--- src/rtl/sm83_clk_pkg.sv ---
// Shared types and phase decode for the SM83 master clock/phase generator.
// Each CLKn is a bit mask over the eight phases; CLK2/5/7/9 are complements.
package sm83_clk_pkg;

  typedef logic [2:0] phase_t;

  localparam phase_t PH_FIRST = 3'd0;
  localparam phase_t PH_LAST  = 3'd7;

  localparam logic [7:0] CLK1_SET = 8'b0000_1111;
  localparam logic [7:0] CLK3_SET = 8'b1100_0000;
  localparam logic [7:0] CLK4_SET = 8'b0011_1100;
  localparam logic [7:0] CLK6_SET = 8'b0001_1110;
  localparam logic [7:0] CLK8_SET = 8'b0000_0001;

  typedef struct packed {
    logic clk1;
    logic clk2;
    logic clk3;
    logic clk4;
    logic clk5;
    logic clk6;
    logic clk7;
    logic clk8;
    logic clk9;
  } clk_phases_t;

  function automatic clk_phases_t clk_decode(input phase_t ph);
    clk_phases_t d;
    d.clk1 = CLK1_SET[ph];
    d.clk2 = ~CLK1_SET[ph];
    d.clk3 = CLK3_SET[ph];
    d.clk4 = CLK4_SET[ph];
    d.clk5 = ~CLK4_SET[ph];
    d.clk6 = CLK6_SET[ph];
    d.clk7 = ~CLK6_SET[ph];
    d.clk8 = CLK8_SET[ph];
    d.clk9 = ~CLK8_SET[ph];
    return d;
  endfunction

endpackage

--- src/rtl/sm83_clkgen_if.sv ---
// Handshake and phase bundle between the clock generator (master) and the SM83 core (slave).
interface sm83_clkgen_if;
  logic       OSC_ENA;
  logic       CLK_ENA;
  logic       OSC_STABLE;
  logic       SYNC_RESET;
  logic       CLK1;
  logic       CLK2;
  logic       CLK3;
  logic       CLK4;
  logic       CLK5;
  logic       CLK6;
  logic       CLK7;
  logic       CLK8;
  logic       CLK9;
  logic [2:0] PHASE;

  modport master (
    input  OSC_ENA, CLK_ENA,
    output OSC_STABLE, SYNC_RESET, CLK1, CLK2, CLK3, CLK4, CLK5, CLK6, CLK7, CLK8, CLK9, PHASE
  );

  modport slave (
    output OSC_ENA, CLK_ENA,
    input  OSC_STABLE, SYNC_RESET, CLK1, CLK2, CLK3, CLK4, CLK5, CLK6, CLK7, CLK8, CLK9, PHASE
  );
endinterface

--- src/rtl/sm83_osc_stab_timer.sv ---
// Oscillator stabilisation timer: OSC_STABLE rises after STABLE_CYCLES edges of OSC_ENA=1.
module sm83_osc_stab_timer #(
  parameter int STABLE_CYCLES = 16
) (
  input  logic CLK,
  input  logic rst_i,
  input  logic OSC_ENA,
  output logic OSC_STABLE
);

  localparam int CW = $clog2(STABLE_CYCLES + 1);
  localparam logic [CW-1:0] CNT_MAX = CW'(STABLE_CYCLES);

  logic [CW-1:0] r_count;
  logic          r_stable;

  // Saturating count; dropping OSC_ENA restarts the whole wait.
  always_ff @(posedge CLK or posedge rst_i) begin
    if (rst_i) begin
      r_count  <= '0;
      r_stable <= 1'b0;
    end else if (!OSC_ENA) begin
      r_count  <= '0;
      r_stable <= 1'b0;
    end else if (r_count != CNT_MAX) begin
      r_count <= r_count + 1'b1;
      if (r_count == CNT_MAX - 1'b1)
        r_stable <= 1'b1;
    end
  end

  assign OSC_STABLE = r_stable;

endmodule

--- src/rtl/sm83_clkgen.sv ---
// SM83 master clock/phase generator: 8-phase M-cycle, reset synchroniser,
// halt/stop handling and M-cycle aligned SYNC_RESET.
module sm83_clkgen
  import sm83_clk_pkg::*;
#(
  parameter int STABLE_CYCLES = 16,
  parameter int RESET_MCYCLES = 2
) (
  input  logic          CLK,
  input  logic          RESET,
  sm83_clkgen_if.master bus
);

  localparam int RW = $clog2(RESET_MCYCLES + 2);
  localparam logic [RW-1:0] RCNT_MAX = RW'(RESET_MCYCLES + 1);

  logic [1:0]    r_rstSync;
  logic          w_rstInt;
  logic          w_oscStable;
  phase_t        r_ph;
  phase_t        w_phNext;
  logic          w_mcycStart;
  clk_phases_t   r_clk;
  logic [RW-1:0] r_rcnt;
  logic          r_syncReset;

  // Assert immediately with RESET, release two edges after it falls.
  always_ff @(posedge CLK or posedge RESET) begin
    if (RESET)
      r_rstSync <= 2'b11;
    else
      r_rstSync <= {r_rstSync[0], 1'b0};
  end

  assign w_rstInt = r_rstSync[1];

  sm83_osc_stab_timer #(
    .STABLE_CYCLES(STABLE_CYCLES)
  ) u_stab (
    .CLK       (CLK),
    .rst_i     (w_rstInt),
    .OSC_ENA   (bus.OSC_ENA),
    .OSC_STABLE(w_oscStable)
  );

  // A started M-cycle always finishes; the run/hold choice is made only at the last phase.
  always_comb begin
    w_phNext = r_ph + 3'd1;
    if (r_ph == PH_LAST)
      w_phNext = (bus.CLK_ENA && w_oscStable) ? PH_FIRST : PH_LAST;
  end

  assign w_mcycStart = (r_ph == PH_LAST) && (w_phNext == PH_FIRST);

  always_ff @(posedge CLK or posedge w_rstInt) begin
    if (w_rstInt) begin
      r_ph  <= PH_LAST;
      r_clk <= clk_decode(PH_LAST);
    end else begin
      r_ph  <= w_phNext;
      r_clk <= clk_decode(w_phNext);
    end
  end

  // SYNC_RESET covers RESET_MCYCLES whole M-cycles, then stays low until the next reset.
  always_ff @(posedge CLK or posedge w_rstInt) begin
    if (w_rstInt) begin
      r_rcnt      <= '0;
      r_syncReset <= 1'b1;
    end else if (w_mcycStart && (r_rcnt != RCNT_MAX)) begin
      r_rcnt <= r_rcnt + 1'b1;
      if (r_rcnt == RCNT_MAX - 1'b1)
        r_syncReset <= 1'b0;
    end
  end

  assign bus.OSC_STABLE = w_oscStable;
  assign bus.SYNC_RESET = r_syncReset;
  assign bus.CLK1       = r_clk.clk1;
  assign bus.CLK2       = r_clk.clk2;
  assign bus.CLK3       = r_clk.clk3;
  assign bus.CLK4       = r_clk.clk4;
  assign bus.CLK5       = r_clk.clk5;
  assign bus.CLK6       = r_clk.clk6;
  assign bus.CLK7       = r_clk.clk7;
  assign bus.CLK8       = r_clk.clk8;
  assign bus.CLK9       = r_clk.clk9;
  assign bus.PHASE      = r_ph;

endmodule

--- src/flat_wrapper.sv ---
// flat-port wrapper written by rule: the top's interface ports become plain ports
module sm83_clkgen_flat import sm83_clk_pkg::*;
#(
  parameter int STABLE_CYCLES = 16,
  parameter int RESET_MCYCLES = 2
)
  (CLK, RESET, bus_OSC_ENA, bus_CLK_ENA, bus_OSC_STABLE, bus_SYNC_RESET, bus_CLK1, bus_CLK2, bus_CLK3, bus_CLK4, bus_CLK5, bus_CLK6, bus_CLK7, bus_CLK8, bus_CLK9, bus_PHASE);
  sm83_clkgen_if bus_i ();
  input  logic CLK;
  input  logic RESET;
  input wire logic [$bits(bus_i.OSC_ENA)-1:0] bus_OSC_ENA;
  input wire logic [$bits(bus_i.CLK_ENA)-1:0] bus_CLK_ENA;
  output wire logic [$bits(bus_i.OSC_STABLE)-1:0] bus_OSC_STABLE;
  output wire logic [$bits(bus_i.SYNC_RESET)-1:0] bus_SYNC_RESET;
  output wire logic [$bits(bus_i.CLK1)-1:0] bus_CLK1;
  output wire logic [$bits(bus_i.CLK2)-1:0] bus_CLK2;
  output wire logic [$bits(bus_i.CLK3)-1:0] bus_CLK3;
  output wire logic [$bits(bus_i.CLK4)-1:0] bus_CLK4;
  output wire logic [$bits(bus_i.CLK5)-1:0] bus_CLK5;
  output wire logic [$bits(bus_i.CLK6)-1:0] bus_CLK6;
  output wire logic [$bits(bus_i.CLK7)-1:0] bus_CLK7;
  output wire logic [$bits(bus_i.CLK8)-1:0] bus_CLK8;
  output wire logic [$bits(bus_i.CLK9)-1:0] bus_CLK9;
  output wire logic [$bits(bus_i.PHASE)-1:0] bus_PHASE;
  assign bus_i.OSC_ENA = bus_OSC_ENA;
  assign bus_i.CLK_ENA = bus_CLK_ENA;
  assign bus_OSC_STABLE = bus_i.OSC_STABLE;
  assign bus_SYNC_RESET = bus_i.SYNC_RESET;
  assign bus_CLK1 = bus_i.CLK1;
  assign bus_CLK2 = bus_i.CLK2;
  assign bus_CLK3 = bus_i.CLK3;
  assign bus_CLK4 = bus_i.CLK4;
  assign bus_CLK5 = bus_i.CLK5;
  assign bus_CLK6 = bus_i.CLK6;
  assign bus_CLK7 = bus_i.CLK7;
  assign bus_CLK8 = bus_i.CLK8;
  assign bus_CLK9 = bus_i.CLK9;
  assign bus_PHASE = bus_i.PHASE;
  sm83_clkgen #(.STABLE_CYCLES(STABLE_CYCLES), .RESET_MCYCLES(RESET_MCYCLES)) u_core (.CLK(CLK), .RESET(RESET), .bus(bus_i));
endmodule
--- config.mk ---
export PLATFORM = sky130hd
export DESIGN_NAME = sm83_clkgen_flat
export DESIGN_NICKNAME = d
export VERILOG_FILES = /design/src/rtl/sm83_clk_pkg.sv /design/src/rtl/sm83_clkgen_if.sv /design/src/rtl/sm83_osc_stab_timer.sv /design/src/rtl/sm83_clkgen.sv /design/src/flat_wrapper.sv
export SDC_FILE = /design/constraint.sdc
export NUM_CORES = 1
export LEC_CHECK = 0
export BUFFER_PORTS_ARGS = -buffer_cell sky130_fd_sc_hd__buf_2
export CORE_MARGIN = 5
export CORE_UTILIZATION = 56
export DETAILED_ROUTE_END_ITERATION = 12
export GPL_TIMING_DRIVEN = 0
export PLACE_DENSITY = 0.88
export SYNTH_ARGS = -nofsm -noshare
export SYNTH_HDL_FRONTEND = slang
export SYNTH_HIERARCHICAL = 1
export SYNTH_SLANG_ARGS = --single-unit
--- constraint.sdc ---
create_clock -name CLK -period 0.9 [get_ports CLK]
set_input_delay 0.045 -clock CLK [delete_from_list [all_inputs] [get_ports CLK]]
set_output_delay 0.045 -clock CLK [all_outputs]
set_load 0.1 [all_outputs]
# --- After elaboration in Yosys (flattened, before gate mapping) ---
# Memory sizes are Yosys's and may differ from the RTL's. A register that Yosys moved wholly into a read port is not among the register bits.
# Cells that the tools add are included.
# Widths: inputs -> output; s select.
word_totals:
  in_bits: 4
  output_inout_bits: 14
  register_bits: 22
  romBits: 40
  n_memories: 5
op_classes:
  bitwise: 4
  muxes: 11
  n_eq_ne: 7
  reduce_logical: 6
  addsub: 3
  n_lt_le_gt_ge: 1
memory_table:
  columns: ["memory", "words", "word_bits", "rd", "rd_ports_with_merged_regs", "write_ports", "line_no", "text"]
  rows:
  - ["(name not given)", 8, 1, 1, 0, 0, "sm83_clk_pkg.sv:35", "d.clk6 = CLK6_SET[ph];"]
  - ["(name not given)", 8, 1, 1, 0, 0, "sm83_clk_pkg.sv:37", "d.clk8 = CLK8_SET[ph];"]
  - ["(name not given)", 8, 1, 1, 0, 0, "sm83_clk_pkg.sv:30", "d.clk1 = CLK1_SET[ph];"]
  - ["(name not given)", 8, 1, 1, 0, 0, "sm83_clk_pkg.sv:33", "d.clk4 = CLK4_SET[ph];"]
  - ["(name not given)", 8, 1, 1, 1, 0, "sm83_clk_pkg.sv:32", "d.clk3 = CLK3_SET[ph];"]
ops:
  columns: ["cell", "count"]
  rows:
  - ["$mux 5", 2]
  - ["$mux 1", 7]
  - ["$mux 3", 2]
  - ["$add 5x1->5 const B", 1]
  - ["$eq 5x4->1 const B", 1]
  - ["$ne 5x5->1 const B", 1]
  - ["$lt 3x4->1 const B", 1]
  - ["$ne 2x1->1 const B", 2]
  - ["$not 1->1", 4]
  - ["$reduce_and 2->1", 2]
  - ["$add 3x1->3 const B", 1]
  - ["$eq 3x3->1 const B", 1]
  - ["$logic_and 1x1->1", 3]
  - ["$logic_not 3->1", 1]
  - ["$add 2x1->2 const B", 1]
  - ["$eq 2x2->1 const B", 1]
  - ["$ne 2x2->1 const B", 1]

# --- Logic depth before layout (Yosys ltp) ---
# Gate-level depths: netlist (run 1).
logic_depth:
  word_depth: 7
  mapped_depth: 7
  mapped_depth_nobuf: 7

# --- Modules after synthesis ---
# Netlist (run 1), hierarchy kept.
modules_own_cells:
  columns: ["module", "cells_each", "seq_area_each_um2", "instances", "area_each_um2"]
  rows:
  - ["sm83_clkgen", 45, 412.9, 1, 611.8]
  - ["sm83_osc_stab_timer", 33, 150.1, 1, 339.1]

# --- Worst setup path before layout (run 1) ---
# OpenSTA, ideal clock, no wires.
synth_timing:
  path_kind: "register to register"
  from: "reg u_core.r_ph[0], in the netlist u_core/bus.PHASE[0]"
  to: "reg u_core.r_rcnt[1]"
  path_slack_ns: -1.293
  t_arrival_ns: 2.114
  period_less_slack_ns: 2.193
  required_time_ns: 0.821
  stages_incl_launch_ff: 8
  n_path_buf: 0
  path_cell_list: "dfstp_2 -> ha_1 -> ha_1 -> nor2_1 -> or2_1 -> ha_1 -> nand3b_1 -> mux2i_1"
synth_between:
  elab_chain_len: 5
  word_cells_on_any_way: 6
synth_lines:
  columns: ["element", "line_no", "text"]
  rows:
  - ["from (decl)", "sm83_clkgen.sv:20", "phase_t r_ph;"]
  - ["from (signal assigned)", "sm83_clkgen.sv:60", "r_ph <= w_phNext;"]
  - ["$add 3x1->3 or $eq 3x3->1 (tied branches)", "sm83_clkgen.sv:48, sm83_clkgen.sv:49, sm83_clkgen.sv:53", null]
  - ["$mux 3", "sm83_clkgen.sv:49", "if (r_ph == PH_LAST)"]
  - ["$logic_not 3->1", "sm83_clkgen.sv:53", "assign w_mcycStart = (r_ph == PH_LAST) && (w_phNext == PH_FIRST);"]
  - ["$logic_and 1x1->1 (*)", "sm83_clkgen.sv:53", null]
  - ["$logic_and 1x1->1 (*)", "sm83_clkgen.sv:70", "end else if (w_mcycStart && (r_rcnt != RCNT_MAX)) begin"]
  - ["to (signal assigned)", "sm83_clkgen.sv:71", "r_rcnt <= r_rcnt + 1'b1;"]
  - ["to (decl)", "sm83_clkgen.sv:24", "logic [RW-1:0] r_rcnt;"]
# Every way passes the cells marked *; elsewhere a longest branch is shown, timed or not.
# A chain may end at the register's enable or synchronous reset.

# --- Worst setup path in the final report (run 1) ---
layout_timing:
  from: "reg u_core.r_ph[1], in the netlist u_core/bus.PHASE[1]"
  to: "reg u_core.r_syncReset, in the netlist u_core/bus.SYNC_RESET"
layout_between:
  elab_chain_len: 6
  word_cells_on_any_way: 7
layout_lines:
  columns: ["element", "line_no", "text"]
  rows:
  - ["$add 3x1->3 or $eq 3x3->1 (tied branches)", "sm83_clkgen.sv:48, sm83_clkgen.sv:49, sm83_clkgen.sv:53", null]
  - ["$mux 3", "sm83_clkgen.sv:49", null]
  - ["$logic_not 3->1", "sm83_clkgen.sv:53", null]
  - ["$logic_and 1x1->1 (*)", "sm83_clkgen.sv:53", null]
  - ["$logic_and 1x1->1 (*)", "sm83_clkgen.sv:70", null]
  - ["$reduce_and 2->1 (no line) (*)", null, null]
  - ["to (signal assigned)", "sm83_clkgen.sv:69", "r_syncReset <= 1'b1;"]
  - ["to (signal assigned)", "sm83_clkgen.sv:73", "r_syncReset <= 1'b0;"]
  - ["to (decl)", "sm83_clkgen.sv:25", "logic r_syncReset;"]
# Marked as above.

==> results by group, run 1 <==
Hold path
  – Endpoint of the worst hold path: u_core/u_stab/OSC_STABLE
  – Cell count of the worst hold path: 3
  – Worst hold-check path type: in2reg
  – Min-delay src: bus_OSC_ENA

STA
  – Setup TNS after final layout: -16,340 ps
  – Worst Skew: 15.5 ps
  – Tightest hold margin: 46.9 ps
  – Final max-slew violation count: 0
  – Final worst path period share: 2.18
  – Final period demand of the worst path: 1970 ps
  – Setup repair after global routing missed its margin: true
  – Transition time at the pin with the least slew margin: 575 ps
  – Setup-failing EPs final: 34
  – FMAX: 509 MHz
  – Final hold violations: 0
  – Max-Slew Margin vs Limit: 0.616
  – Setup WS post-layout: -1070 ps

Yosys
  – #FFs+latches synth: 22
  – Area share of fa/ha/maj cells after synthesis: 0.118
  – Compound-cell area share of the yosys netlist: 0.0342
  – Mapped Nets: 91
  – Simple-gate area share of the yosys netlist: 0.122
  – Biggest area contributors in the synthesized netlist: sky130_fd_sc_hd__dfrtp_1, sky130_fd_sc_hd__dfstp_2, sky130_fd_sc_hd__ha_1, sky130_fd_sc_hd__inv_1, sky130_fd_sc_hd__mux2i_1
  – Multiplexer fraction of the synthesized cell area: 0.0421
  – Main combinational cell family by area after synthesis: simple AND/OR/NAND/NOR gates
  – Yosys warns: 6
  – Xor and xnor fraction of the mapped netlist area: 0.0184
  – Synth unique cells: 23
  – Top cell type by total area after synthesis: sky130_fd_sc_hd__dfrtp_1
  – Top cell type's share of synthesized area: 0.316
  – Post-Syn Area: 951 um2
  – Mean area per synthesized cell: 12.2 um2
  – Sequential cell area fraction in the yosys report: 0.592
  – Post-Syn Instances: 78

Setup path
  – Most prevalent standard cell on the critical path: sky130_fd_sc_hd__ha_4
  – Critical Path Source Type: register
  – Reg2reg start: u_core/bus.PHASE[1]
  – Data required time of the worst path: 1160 ps
  – Maximum net fanout on the critical path: 3
  – Cell breakdown of the critical path: ha_4, ha_4, nor2_1, or2_4, ha_4, nand3b_1, o21a_1
  – WP data arrival: 2220 ps
  – Reg-to-Reg End: u_core/bus.SYNC_RESET
  – Sort of element at the end of the critical path: register
  – Max incr delay on CP: 650 ps
  – Worst Path Class, Setup: reg2reg
  – Reg-to-reg setup timing slack: -1070 ps
  – Master of the slowest instance on the critical path: sky130_fd_sc_hd__dfstp_4
  – Worst Reg-to-Reg Cells: 7

Status
  – Run status: complete, but fails checks
  – Violated checks: negative setup slack

Run
  – Reported max-cap violation count: 0

Placed design
  – Sum of net half-perimeters after detailed placement: 1.33 mm
  – Count of input and output buffers: 16
  – Setup WS pre-CTS: -1030 ps
  – GP Congestion: 0.776

Floorplanning
  – Ports placed on the boundary: 18
  – Initial core utilization: 0.610
  – DIE HEIGHT: 51.2 um
  – Area inside the core boundary: 1560 um2
  – Die width: 51.2 um
  – Num rows: 14
  – Die outline area: 2620 um2

Detailed routing
  – Post-detailed-route wirelength per cell: 25.8 um
  – Starting DRT DRC Count: 10
  – Via density per instance: 5.83
  – Total iterations of the first detailed-routing run: 4
  – Residual DRC count: 0
  – Post-DRT Antenna Nets: 0
  – Final routed wirelength across all metal layers: 3.26 mm
  – Vias post-DR: 735

Clock network
  – TritonCTS clock tree: built
  – Clock network latency to the later pin of the worst-skew pair: 330 ps
  – Clk slew on worst S/H paths: 130 ps
  – Clock sink count: 22
  – Buffer levels on the longest clock path: 2
  – Inserted Clock Buffers: 3
  – Clock H-tree levels: 1
  – Cell chosen for the clock root: sky130_fd_sc_hd__clkbuf_4

Cells and area
  – Layout cells sized above 1: 0.645
  – Storage cell area: 583 um2
  – Total inserted antenna cells: 0
  – Synth-to-layout area growth: 56.8%
  – Layout filler cell count: 36
  – Area occupied by multi-input gates: 423 um2
  – Total number of nets in the final design: 124

Global routing
  – Vias in the first global route: 763
  – Leftover overflow at the end of global routing: 0
  – Largest net degree at the start of global routing: 15
  – Total Routing Usage GR: 0.227
  – Number of antenna violations at the first check in global routing: 0
  – Global-route wire length before repair: 4.03 mm
## cell usage after synthesis
master	n
sky130_fd_sc_hd__inv_1	14
sky130_fd_sc_hd__dfrtp_1	12
sky130_fd_sc_hd__dfstp_2	10
sky130_fd_sc_hd__ha_1	9
sky130_fd_sc_hd__nand2_1	6
sky130_fd_sc_hd__mux2i_1	4
sky130_fd_sc_hd__nor2_1	4
sky130_fd_sc_hd__nand2b_1	2
sky130_fd_sc_hd__o21a_1	2
sky130_fd_sc_hd__xnor2_1	2
sky130_fd_sc_hd__a21o_1	1
sky130_fd_sc_hd__a21oi_1	1
sky130_fd_sc_hd__and3_2	1
sky130_fd_sc_hd__and3_4	1
sky130_fd_sc_hd__and4bb_4	1
sky130_fd_sc_hd__buf_2	1
sky130_fd_sc_hd__buf_4	1
sky130_fd_sc_hd__conb_1	1
sky130_fd_sc_hd__nand3_1	1
sky130_fd_sc_hd__nand3b_1	1
sky130_fd_sc_hd__nor3b_2	1
sky130_fd_sc_hd__o21ai_0	1
sky130_fd_sc_hd__or2_1	1
## cell families (layout without fill, tap and decap cells)
kind of cell	Yosys count	count (layout)
buffers and inverters	16	48
multiplexers	4	4
other	1	1
adder cells (fa/ha/maj)	9	9
AND/OR/NAND/NOR	19	19
AO/OA/AOI/OAI	5	5
flip-flops	22	22
XOR/XNOR	2	2
## flip-flops by register name, summed over array words and instances (netlist names)
name,count
u_core/u_stab/r_count,5
u_core/bus.SYNC_RESET,1
u_core/bus.CLK2,1
u_core/bus.CLK3,1
u_core/bus.CLK6,1
u_core/r_rcnt,2
u_core/r_rstSync,2
u_core/u_stab/OSC_STABLE,1
u_core/bus.CLK4,1
u_core/bus.CLK7,1
u_core/bus.CLK5,1
u_core/bus.CLK9,1
u_core/bus.CLK1,1
u_core/bus.CLK8,1
u_core/bus.PHASE,2
## worst max-delay path by stage
stage / slack [ps] / cells after the start / startpoint / endpoint
after floorplan: -1080 / 7 / u_core/bus.PHASE[0] / u_core/r_rcnt[1]
after global placement: -980 / 7 / u_core/bus.PHASE[0] / u_core/r_rcnt[1]
after detailed placement: -1030 / 7 / u_core/bus.PHASE[0] / u_core/r_rcnt[1]
after CTS: -970 / 7 / u_core/bus.PHASE[1] / u_core/r_rcnt[1]
after global routing: -1090 / 7 / u_core/bus.PHASE[1] / u_core/bus.SYNC_RESET
final: -1070 / 7 / u_core/bus.PHASE[1] / u_core/bus.SYNC_RESET
## cells in the final DEF, fill, tap and decap left out, types with 2 or more instances in the layout
cell type	instances
sky130_fd_sc_hd__mux2i_1	3
sky130_fd_sc_hd__buf_4	8
sky130_fd_sc_hd__o21a_1	2
sky130_fd_sc_hd__ha_1	2
sky130_fd_sc_hd__buf_12	10
sky130_fd_sc_hd__dfrtp_1	5
sky130_fd_sc_hd__buf_2	4
sky130_fd_sc_hd__inv_1	9
sky130_fd_sc_hd__dfrtp_2	7
sky130_fd_sc_hd__ha_4	6
sky130_fd_sc_hd__dfstp_2	7
sky130_fd_sc_hd__and3_4	2
sky130_fd_sc_hd__clkbuf_4	3
sky130_fd_sc_hd__nor2_1	3
sky130_fd_sc_hd__inv_2	5
sky130_fd_sc_hd__nand2_1	5
sky130_fd_sc_hd__dfstp_4	3
sky130_fd_sc_hd__buf_6	5
sky130_fd_sc_hd__nand2b_1	2
sky130_fd_sc_hd__buf_8	2
## through the flow
stage	cell area, um2	std cells	utilization
2_1_floorplan	1010	78	-
4_1_cts	1400	121	0.899
6_report	1490	126	0.957
3_5_place_dp	1110	110	0.713
3_3_place_gp	1110	110	0.713
5_1_grt	1490	126	0.957
## timing repair
action,4_1_cts,5_1_grt
pin swaps,7,10
hold buffers,1,0
setup buffers,6,6
resized for setup,57,13
endpoints found under the setup margin,33,34
endpoints found under the hold margin,2,0
## metal layers
layer	share of wire	routed length [um]	up-vias	global-route usage
li1	-	-	303	-
met1	0.34	1090	351	0.216
met2	0.53	1730	55	0.421
met3	0.057	187	26	0.0669
met4	0.074	240	0	0.148
met5	0	0	-	0
## area by class of cell
cell class | instances | share of cell area
sequential | 22 | 0.391
buffer | 2 | 0.0109
timing repair buffer | 28 | 0.242
multi-input combinational | 40 | 0.284
tap | 16 | 0.0134
inverter | 14 | 0.0352
clock buffer | 4 | 0.0243
## worst max-delay path: cells and delay by family, from the launching register on
family | cells | cell delay, ps
flip-flops | 1 | 650
AO/OA/AOI/OAI | 1 | 240
adder cells (fa/ha/maj) | 3 | 460
AND/OR/NAND/NOR | 3 | 530
Power of run 1 is left out: the tool's default activity adds up to more than one toggle a clock period on the data nets, which glitch-free logic cannot reach.
==> inputs of run 2 (changes only) <==
--- a/config.mk
+++ b/config.mk
@@ -8,10 +8,11 @@
 export BUFFER_PORTS_ARGS = -buffer_cell sky130_fd_sc_hd__buf_2
 export CORE_MARGIN = 5
 export CORE_UTILIZATION = 56
+export CTS_CLUSTER_DIAMETER = 50
 export DETAILED_ROUTE_END_ITERATION = 12
 export GPL_TIMING_DRIVEN = 0
-export PLACE_DENSITY = 0.88
+export PLACE_DENSITY = 0.89
+export RECOVER_POWER = 100
 export SYNTH_ARGS = -nofsm -noshare
 export SYNTH_HDL_FRONTEND = slang
-export SYNTH_HIERARCHICAL = 1
 export SYNTH_SLANG_ARGS = --single-unit
==> run 2 against run 1 <==
Net effect: the flow now stops in 5_1_grt; synthesized area fell by 0.26%; synthesized cell count fell by 1.3%.
==> results by group, run 2 <==
Yosys
  – Post-Syn Area: 948 um2
  – Most numerous cell types in the synthesized netlist: sky130_fd_sc_hd__inv_1, sky130_fd_sc_hd__dfrtp_1, sky130_fd_sc_hd__dfstp_2
  – Leading cell type by number of instances after synthesis: sky130_fd_sc_hd__inv_1
  – Post-Syn Instances: 77
  – Number of synthesized flops with an enable pin: 0
  – #FFs+latches synth: 22
  – Synth unique cells: 23
  – Top cell type by total area after synthesis: sky130_fd_sc_hd__dfrtp_1
  – Mapped Nets: 90
  – Yosys warns: 0
  – Proportion of synthesized flip-flops having asynchronous set or reset: 1.00
  – Mean area per synthesized cell: 12.3 um2
  – Biggest area contributors in the synthesized netlist: sky130_fd_sc_hd__dfrtp_1, sky130_fd_sc_hd__dfstp_2, sky130_fd_sc_hd__ha_1, sky130_fd_sc_hd__inv_1, sky130_fd_sc_hd__mux2i_1
  – Top cell type's share of synthesized area: 0.317
  – Primary FF master, synth: sky130_fd_sc_hd__dfrtp_1
  – Sequential cell area fraction in the yosys report: 0.594

Status
  – Tool Error: [ERROR DPL-0038] Utilization greater than 100%, impossible to legalize
  – Stage at which the flow ended: 5_1_grt
  – Run status: did not finish

Global routing
  – Largest net degree at the start of global routing: 21

Clock network
  – Cell chosen for the clock root: sky130_fd_sc_hd__clkbuf_4
  – Clock H-tree levels: 1
  – Clock sink count: 22
  – Buffer levels on the longest clock path: 2
  – Inserted Clock Buffers: 3

Floorplanning
  – Ports placed on the boundary: 18
  – Num rows: 14
  – DIE HEIGHT: 51.2 um
  – Initial core utilization: 0.608
  – Die width: 51.2 um

Placed design
  – Setup WS pre-CTS: -950 ps
  – Count of input and output buffers: 16
  – Sum of net half-perimeters after detailed placement: 1.07 mm
  – GP Congestion: 0.710
  – Inst Count DP: 109

STA
  – Last worst endpoint in the global-route repair_timing: u_core.r_rcnt[1]$_DFFE_PP0P_/D
  – Worst endpoint type: register data pin
-- run 2: timing repair --
item                                    4_1_cts
endpoints found under the setup margin       38
resized for setup                            65
buffers inserted                             10
cloned                                        0
pin swaps                                     6
endpoints found under the hold margin         2
hold buffers                                  1
-- run 2: per-stage QoR --
step / area [um2] / TNS [ps]
after CTS: 1480 / -14040
after detailed placement: 1130 / -11700
after global placement: 1130 / -11150
after floorplan: 1030 / -12450
-- run 2: logic make-up after synthesis --
| kind of cell | Yosys count | share of synthesized area |
|---|---|---|
| adders and majority gates | 9 | 0.119 |
| other | 1 | 0.00395 |
| muxes | 4 | 0.0422 |
| buffers and inverters | 15 | 0.0646 |
| DFF | 22 | 0.594 |
| xor gates and xnor gates | 2 | 0.0185 |
| AOI/OAI and AO/OA | 7 | 0.0475 |
| and+or+nand+nor | 17 | 0.111 |
==> inputs of run 3 (changes only) <==
--- a/config.mk
+++ b/config.mk
@@ -6,12 +6,11 @@
 export NUM_CORES = 1
 export LEC_CHECK = 0
 export BUFFER_PORTS_ARGS = -buffer_cell sky130_fd_sc_hd__buf_2
-export CORE_MARGIN = 5
-export CORE_UTILIZATION = 56
-export CTS_CLUSTER_DIAMETER = 50
+export CORE_AREA = 5 5 66 68
 export DETAILED_ROUTE_END_ITERATION = 12
+export DIE_AREA = 0 0 71 73
 export GPL_TIMING_DRIVEN = 0
-export PLACE_DENSITY = 0.89
+export PLACE_DENSITY_LB_ADDON = 0.15
 export RECOVER_POWER = 100
 export SYNTH_ARGS = -nofsm -noshare
 export SYNTH_HDL_FRONTEND = slang
==> run 3 against run 2 <==
Net effect: the flow now finishes, with violations (negative setup slack); synthesized cell count unchanged; synthesized area unchanged.
==> results by group, run 3 <==
Yosys
  – Proportion of synthesized flip-flops having asynchronous set or reset: 1.00
  – Biggest area contributors in the synthesized netlist: sky130_fd_sc_hd__dfrtp_1, sky130_fd_sc_hd__dfstp_2, sky130_fd_sc_hd__ha_1, sky130_fd_sc_hd__inv_1, sky130_fd_sc_hd__mux2i_1
  – Post-Syn Area: 948 um2
  – Post-Syn Instances: 77
  – Sequential cell area fraction in the yosys report: 0.594
  – Top cell type's share of synthesized area: 0.317
  – Number of synthesized flops with an enable pin: 0
  – Primary FF master, synth: sky130_fd_sc_hd__dfrtp_1
  – Leading cell type by number of instances after synthesis: sky130_fd_sc_hd__inv_1
  – Mean area per synthesized cell: 12.3 um2
  – Most numerous cell types in the synthesized netlist: sky130_fd_sc_hd__inv_1, sky130_fd_sc_hd__dfrtp_1, sky130_fd_sc_hd__dfstp_2
  – Top cell type by total area after synthesis: sky130_fd_sc_hd__dfrtp_1
  – Synth unique cells: 23
  – Mapped Nets: 90
  – #FFs+latches synth: 22
  – Yosys warns: 0

Detailed routing
  – Final routed wirelength across all metal layers: 1.78 mm
  – Post-detailed-route wirelength per cell: 11.1 um
  – Met1 Routed Length: 759 um
  – Post-DRT Antenna Nets: 0
  – Starting DRT DRC Count: 30
  – Residual DRC count: 0
  – Vias post-DR: 642
  – Amount of wire on met3 after detailed routing: 93 um
  – Total iterations of the first detailed-routing run: 3
  – Highest metal layer with signal wires: met4
  – Via density per instance: 3.99
  – Wire length on met2: 913 um

Setup path
  – Cell breakdown of the critical path: ha_4, ha_4, or2_4, a21oi_4, ha_4, nand3b_1, xnor2_1
  – Maximum net fanout on the critical path: 5
  – Critical Path Source Type: register
  – Count of buffer and inverter cells on the critical path: 0
  – Worst Reg-to-Reg Cells: 7
  – Most prevalent standard cell on the critical path: sky130_fd_sc_hd__ha_4
  – Cell type group with the largest total delay on the critical path: flip-flops
  – Reg2reg start: u_core.bus.PHASE[1]
  – Worst Path Class, Setup: reg2reg
  – WP data arrival: 1950 ps
  – Max incr delay on CP: 480 ps
  – Master of the slowest instance on the critical path: sky130_fd_sc_hd__dfstp_4
  – Crit. path cell count: 7
  – Sort of element at the end of the critical path: register
  – Reg-to-Reg End: u_core.r_rcnt[0]
  – Data required time of the worst path: 1040 ps
  – Reg-to-reg setup timing slack: -910 ps

Placed design
  – GP Congestion: 0.727
  – Sum of net half-perimeters after detailed placement: 1.18 mm
  – Count of input and output buffers: 16

Cells and area
  – Commonest cells after routing, fill and taps aside: sky130_fd_sc_hd__buf_12, sky130_fd_sc_hd__buf_6, sky130_fd_sc_hd__inv_1, sky130_fd_sc_hd__dfstp_2, sky130_fd_sc_hd__dfrtp_1
  – Most common cell after layout, fill and taps aside: sky130_fd_sc_hd__buf_12
  – Total inserted antenna cells: 0
  – Register with the most flip-flops: u_core.u_stab.r_count
  – Layout cells sized above 1: 0.640
  – Flip-flop count of the largest register after layout: 5
  – Synth-to-layout area growth: 71.5%
  – Total number of nets in the final design: 125

Hold path
  – Cell count of the worst hold path: 2
  – Endpoint of the worst hold path: u_core.u_stab.r_count[4]
  – Worst hold-check path type: in2reg
  – Min-delay src: bus_OSC_ENA

Clock network
  – Clock network latency to the later pin of the worst-skew pair: 260 ps
  – TritonCTS clock tree: built
  – Buffer levels on the longest clock path: 2
  – Cell chosen for the clock root: sky130_fd_sc_hd__clkbuf_8
  – Clk slew on worst S/H paths: 80 ps
  – Clock sink count: 22
  – Inserted Clock Buffers: 3
  – Clock H-tree levels: 1

Global routing
  – Largest net degree at the start of global routing: 21
  – Vias in the first global route: 654
  – Leftover overflow at the end of global routing: 0
  – Total Routing Usage GR: 0.0748
  – Number of antenna violations at the first check in global routing: 0
  – Global-route wire length before repair: 3.04 mm

Floorplanning
  – Initial core utilization: 0.250
  – Area inside the core boundary: 3800 um2
  – Num rows: 23
  – Die width: 71 um
  – Ports placed on the boundary: 18
  – DIE HEIGHT: 73 um
  – Die outline area: 5180 um2

STA
  – Setup-failing EPs final: 30
  – Final period demand of the worst path: 1810 ps
  – FMAX: 554 MHz
  – Final max-slew violation count: 0
  – Final worst path period share: 2.01
  – Tightest hold margin: 99.2 ps
  – Setup WS post-layout: -907 ps
  – Setup repair after global routing missed its margin: true
  – Worst Skew: 3.14 ps
  – Final hold violations: 0

Status
  – Violated checks: negative setup slack
  – Run status: complete, but fails checks

Run
  – Reported max-cap violation count: 0
## run 3: cell counts after synthesis
No cell type changed its count.
## run 3: how the worst max path moves through the flow
stage | startpoint | to
4_1_cts | u_core.bus.PHASE[1] | u_core.r_rcnt[0]
2_1_floorplan | u_core.bus.PHASE[0] | u_core.r_rcnt[0]
5_1_grt | u_core.bus.PHASE[1] | u_core.r_rcnt[0]
6_report | u_core.bus.PHASE[1] | u_core.r_rcnt[0]
3_5_place_dp | u_core.bus.PHASE[0] | u_core.bus.SYNC_RESET
3_3_place_gp | u_core.bus.PHASE[0] | u_core.bus.SYNC_RESET
## run 3: kinds of logic (layout without fill, tap and decap cells)
family          after synthesis  after routing  synth area share
flops                        22             22             0.594
simple gates                 17             17             0.111
buf+inv                      15             49            0.0646
fa+ha+maj                     9              9             0.119
compound gates                7              7            0.0475
mux                           4              4            0.0422
xor+xnor                      2              2            0.0185
other cells                   1              1           0.00395
## run 3: per-stage QoR
| stage | setup WS [ps] | util | TNS, ps | instances | cell area, um2 |
|---|---|---|---|---|---|
| 2_1_floorplan | -1050 | - | -12450 | 77 | 1030 |
| 3_3_place_gp | -946 | 0.309 | -12160 | 143 | 1170 |
| 3_5_place_dp | -963 | 0.309 | -12960 | 143 | 1170 |
| 4_1_cts | -926 | 0.408 | -13400 | 161 | 1550 |
| 5_1_grt | -959 | 0.428 | -14280 | 161 | 1630 |
| 6_report | -907 | 0.428 | -13070 | 161 | 1630 |
## run 3: per-layer routing
layer	vias up	track usage
met4	0	0.0313
met2	14	0.130
met3	2	0.0207
met1	318	0.0870
li1	308	-
met5	-	0
## run 3: cell type report
cell class / instances / area (um2)
timing repair buffer: 30 / 410
inverter: 13 / 57.6
tap: 50 / 62.6
clock buffer: 4 / 55.1
sequential: 22 / 581
buffer: 2 / 16.3
multi-input combinational: 40 / 444
fill: 360 / 2170
## run 3: what timing repair did
action	CTS	global route
resized for setup	62	17
hold buffers	1	0
endpoints found under the setup margin	45	34
pin swaps	6	3
hold endpoints to repair	2	0
setup buffers	13	1
Power of run 3 is left out for the same reason.
==> inputs of run 4 (changes only) <==
==> constraint.sdc (replaced) <==
create_clock -name CLK -period 2.1 [get_ports CLK]
set_input_delay 0.105 -clock CLK [delete_from_list [all_inputs] [get_ports CLK]]
set_output_delay 0.105 -clock CLK [all_outputs]
set_load 0.1 [all_outputs]
==> run 4 against run 3 <==
Net effect: the run now ends clean; fmax down 7.7%; register-to-register slack better by 1000 ps; die area unchanged; clock skew up 2.5 ps; first-iteration DRC count down 63%; final cell count down 8.1%; non-clock buffer count down 13; global-route usage down 0.93 points; core utilization down 12 points; final area down 28%.
==> results by group, run 4 (synthesis results as in run 3) <==
Status
  – Run status: completed

Setup path
  – Worst Path Class, Setup: reg2reg
  – Reg2reg start: u_core.bus.PHASE[0]
  – Data required time of the worst path: 2250 ps
  – WP data arrival: 2110 ps
  – Reg-to-reg setup timing slack: 140 ps
  – Reg-to-Reg End: u_core.r_rcnt[0]
  – Maximum net fanout on the critical path: 7
  – Worst Reg-to-Reg Cells: 7
  – Sort of element at the end of the critical path: register
  – Critical Path Source Type: register

Detailed routing
  – Amount of wire on met3 after detailed routing: 116 um
  – Final routed wirelength across all metal layers: 1.52 mm
  – Residual DRC count: 0
  – Vias post-DR: 563
  – Post-detailed-route wirelength per cell: 10.3 um
  – Highest metal layer with signal wires: met4
  – Post-DRT Antenna Nets: 0
  – Via density per instance: 3.80
  – Starting DRT DRC Count: 11
  – Total iterations of the first detailed-routing run: 3
  – Met1 Routed Length: 708 um
  – Wire length on met2: 642 um

STA
  – Setup repair after global routing missed its margin: false
  – Max-Slew Margin vs Limit: 0.221
  – Final worst path period share: 0.932
  – Setup WS post-layout: 143 ps
  – Final period demand of the worst path: 1960 ps
  – Transition time at the pin with the least slew margin: 1170 ps
  – Final hold violations: 0
  – Worst Skew: 5.65 ps
  – FMAX: 511 MHz
  – Setup TNS after final layout: 0 ps
  – Final max-slew violation count: 0
  – Setup-failing EPs final: 0

Hold path
  – Endpoint of the worst hold path: u_core.u_stab.r_count[4]
  – Min-delay src: bus_OSC_ENA
  – Cell count of the worst hold path: 2
  – Worst hold-check path type: in2reg

Cells and area
  – Total inserted antenna cells: 0
  – Final standard cell count with taps included and fillers excluded: 148
  – Commonest cells after routing, fill and taps aside: sky130_fd_sc_hd__inv_1, sky130_fd_sc_hd__clkbuf_1, sky130_fd_sc_hd__dfrtp_1, sky130_fd_sc_hd__ha_1, sky130_fd_sc_hd__dfstp_2
  – Storage cell area: 571 um2
  – Synth-to-layout area growth: 24.3%
  – Post-route design area: 1180 um2
  – Total number of nets in the final design: 112
  – Flip-flop count of the largest register after layout: 5
  – Layout filler cell count: 416
  – Register with the most flip-flops: u_core.u_stab.r_count
  – Most common cell after layout, fill and taps aside: sky130_fd_sc_hd__inv_1
  – Area occupied by multi-input gates: 338 um2
  – Layout cells sized above 1: 0.245

Global routing
  – Leftover overflow at the end of global routing: 0
  – Largest net degree at the start of global routing: 21
  – Number of antenna violations at the first check in global routing: 0
  – Vias in the first global route: 519
  – Total Routing Usage GR: 0.0655
  – Global-route wire length before repair: 2.49 mm

Floorplanning
  – Die width: 71 um
  – Die outline area: 5180 um2
  – Ports placed on the boundary: 18
  – Initial core utilization: 0.250
  – DIE HEIGHT: 73 um
  – Num rows: 23
  – Area inside the core boundary: 3800 um2

Clock network
  – Clock H-tree levels: 1
  – Clock network latency to the later pin of the worst-skew pair: 260 ps
  – Clock sink count: 22
  – Post CTS Setup Buffer Count: 0
  – Cell chosen for the clock root: sky130_fd_sc_hd__clkbuf_8
  – Inserted Clock Buffers: 3
  – TritonCTS clock tree: built
  – Clk slew on worst S/H paths: 80 ps
  – Buffer levels on the longest clock path: 2

Placed design
  – Setup WS pre-CTS: 84.6 ps
  – Sum of net half-perimeters after detailed placement: 1.11 mm
  – Area after DPL: 1100 um2
  – GP Congestion: 0.676
  – Count of input and output buffers: 16
  – Inst Count DP: 143

Run
  – Reported max-cap violation count: 0
==> run 4: cell count changes in the layout (fill, tap and decap cells not counted), moves of 5 or more <==
cell                       change
sky130_fd_sc_hd__inv_1         +5
sky130_fd_sc_hd__clkbuf_1     +12
sky130_fd_sc_hd__buf_4         -5
sky130_fd_sc_hd__buf_12       -12
sky130_fd_sc_hd__ha_1          +6
sky130_fd_sc_hd__dfrtp_1       +5
sky130_fd_sc_hd__dfrtp_2       -5
sky130_fd_sc_hd__buf_6         -9
sky130_fd_sc_hd__ha_4          -5
==> run 4: worst max-delay path by stage <==
stage                                   start                     to  slack (ps)  cells past startpoint
final                     u_core.bus.PHASE[0]       u_core.r_rcnt[0]         140                      7
after global routing      u_core.bus.PHASE[0]       u_core.r_rcnt[0]          10                      7
after CTS                 u_core.bus.PHASE[0]       u_core.r_rcnt[0]          60                      7
after detailed placement  u_core.bus.PHASE[0]  u_core.bus.SYNC_RESET          80                      7
after global placement    u_core.bus.PHASE[0]  u_core.bus.SYNC_RESET         100                      7
after floorplan           u_core.bus.PHASE[0]       u_core.r_rcnt[0]          20                      7
==> run 4: worst max-delay path: stages (launching register included) <==
cell	delay, ps
sky130_fd_sc_hd__dfstp_4	490
sky130_fd_sc_hd__ha_1	230
sky130_fd_sc_hd__ha_4	190
sky130_fd_sc_hd__or2_1	240
sky130_fd_sc_hd__a21oi_1	170
sky130_fd_sc_hd__ha_1	210
sky130_fd_sc_hd__nand3b_1	160
sky130_fd_sc_hd__xnor2_1	170
==> run 4: layout make-up <==
cell class / count / area share
buffer: 2 / 0.0106
clock inverter: 1 / 0.0255
multi-input combinational: 40 / 0.287
tap: 50 / 0.0531
inverter: 13 / 0.0414
clock buffer: 3 / 0.0350
timing repair buffer: 17 / 0.0637
sequential: 22 / 0.484
==> run 4: what timing repair did <==
item | CTS | global route
endpoints found under the setup margin | 0 | 3
endpoints found under the hold margin | 2 | 0
hold buffers | 1 | 0
resized for setup | 0 | 2
==> run 4: per-layer routing <==
metal,global-route usage,vias to the layer above
met4,0.0564,0
met5,0,-
li1,-,282
met3,0.0262,4
met2,0.0896,16
met1,0.0793,261
==> run 4: through the flow <==
| stage | hold WS [ps] | utilization |
|---|---|---|
| global placement | 128 | 0.290 |
| CTS | 142 | 0.311 |
| global route | 149 | 0.310 |
| detailed placement | 136 | 0.290 |
| floorplan | 16.5 | - |
| finish | 148 | 0.310 |
Power of run 4 is left out for the same reason.
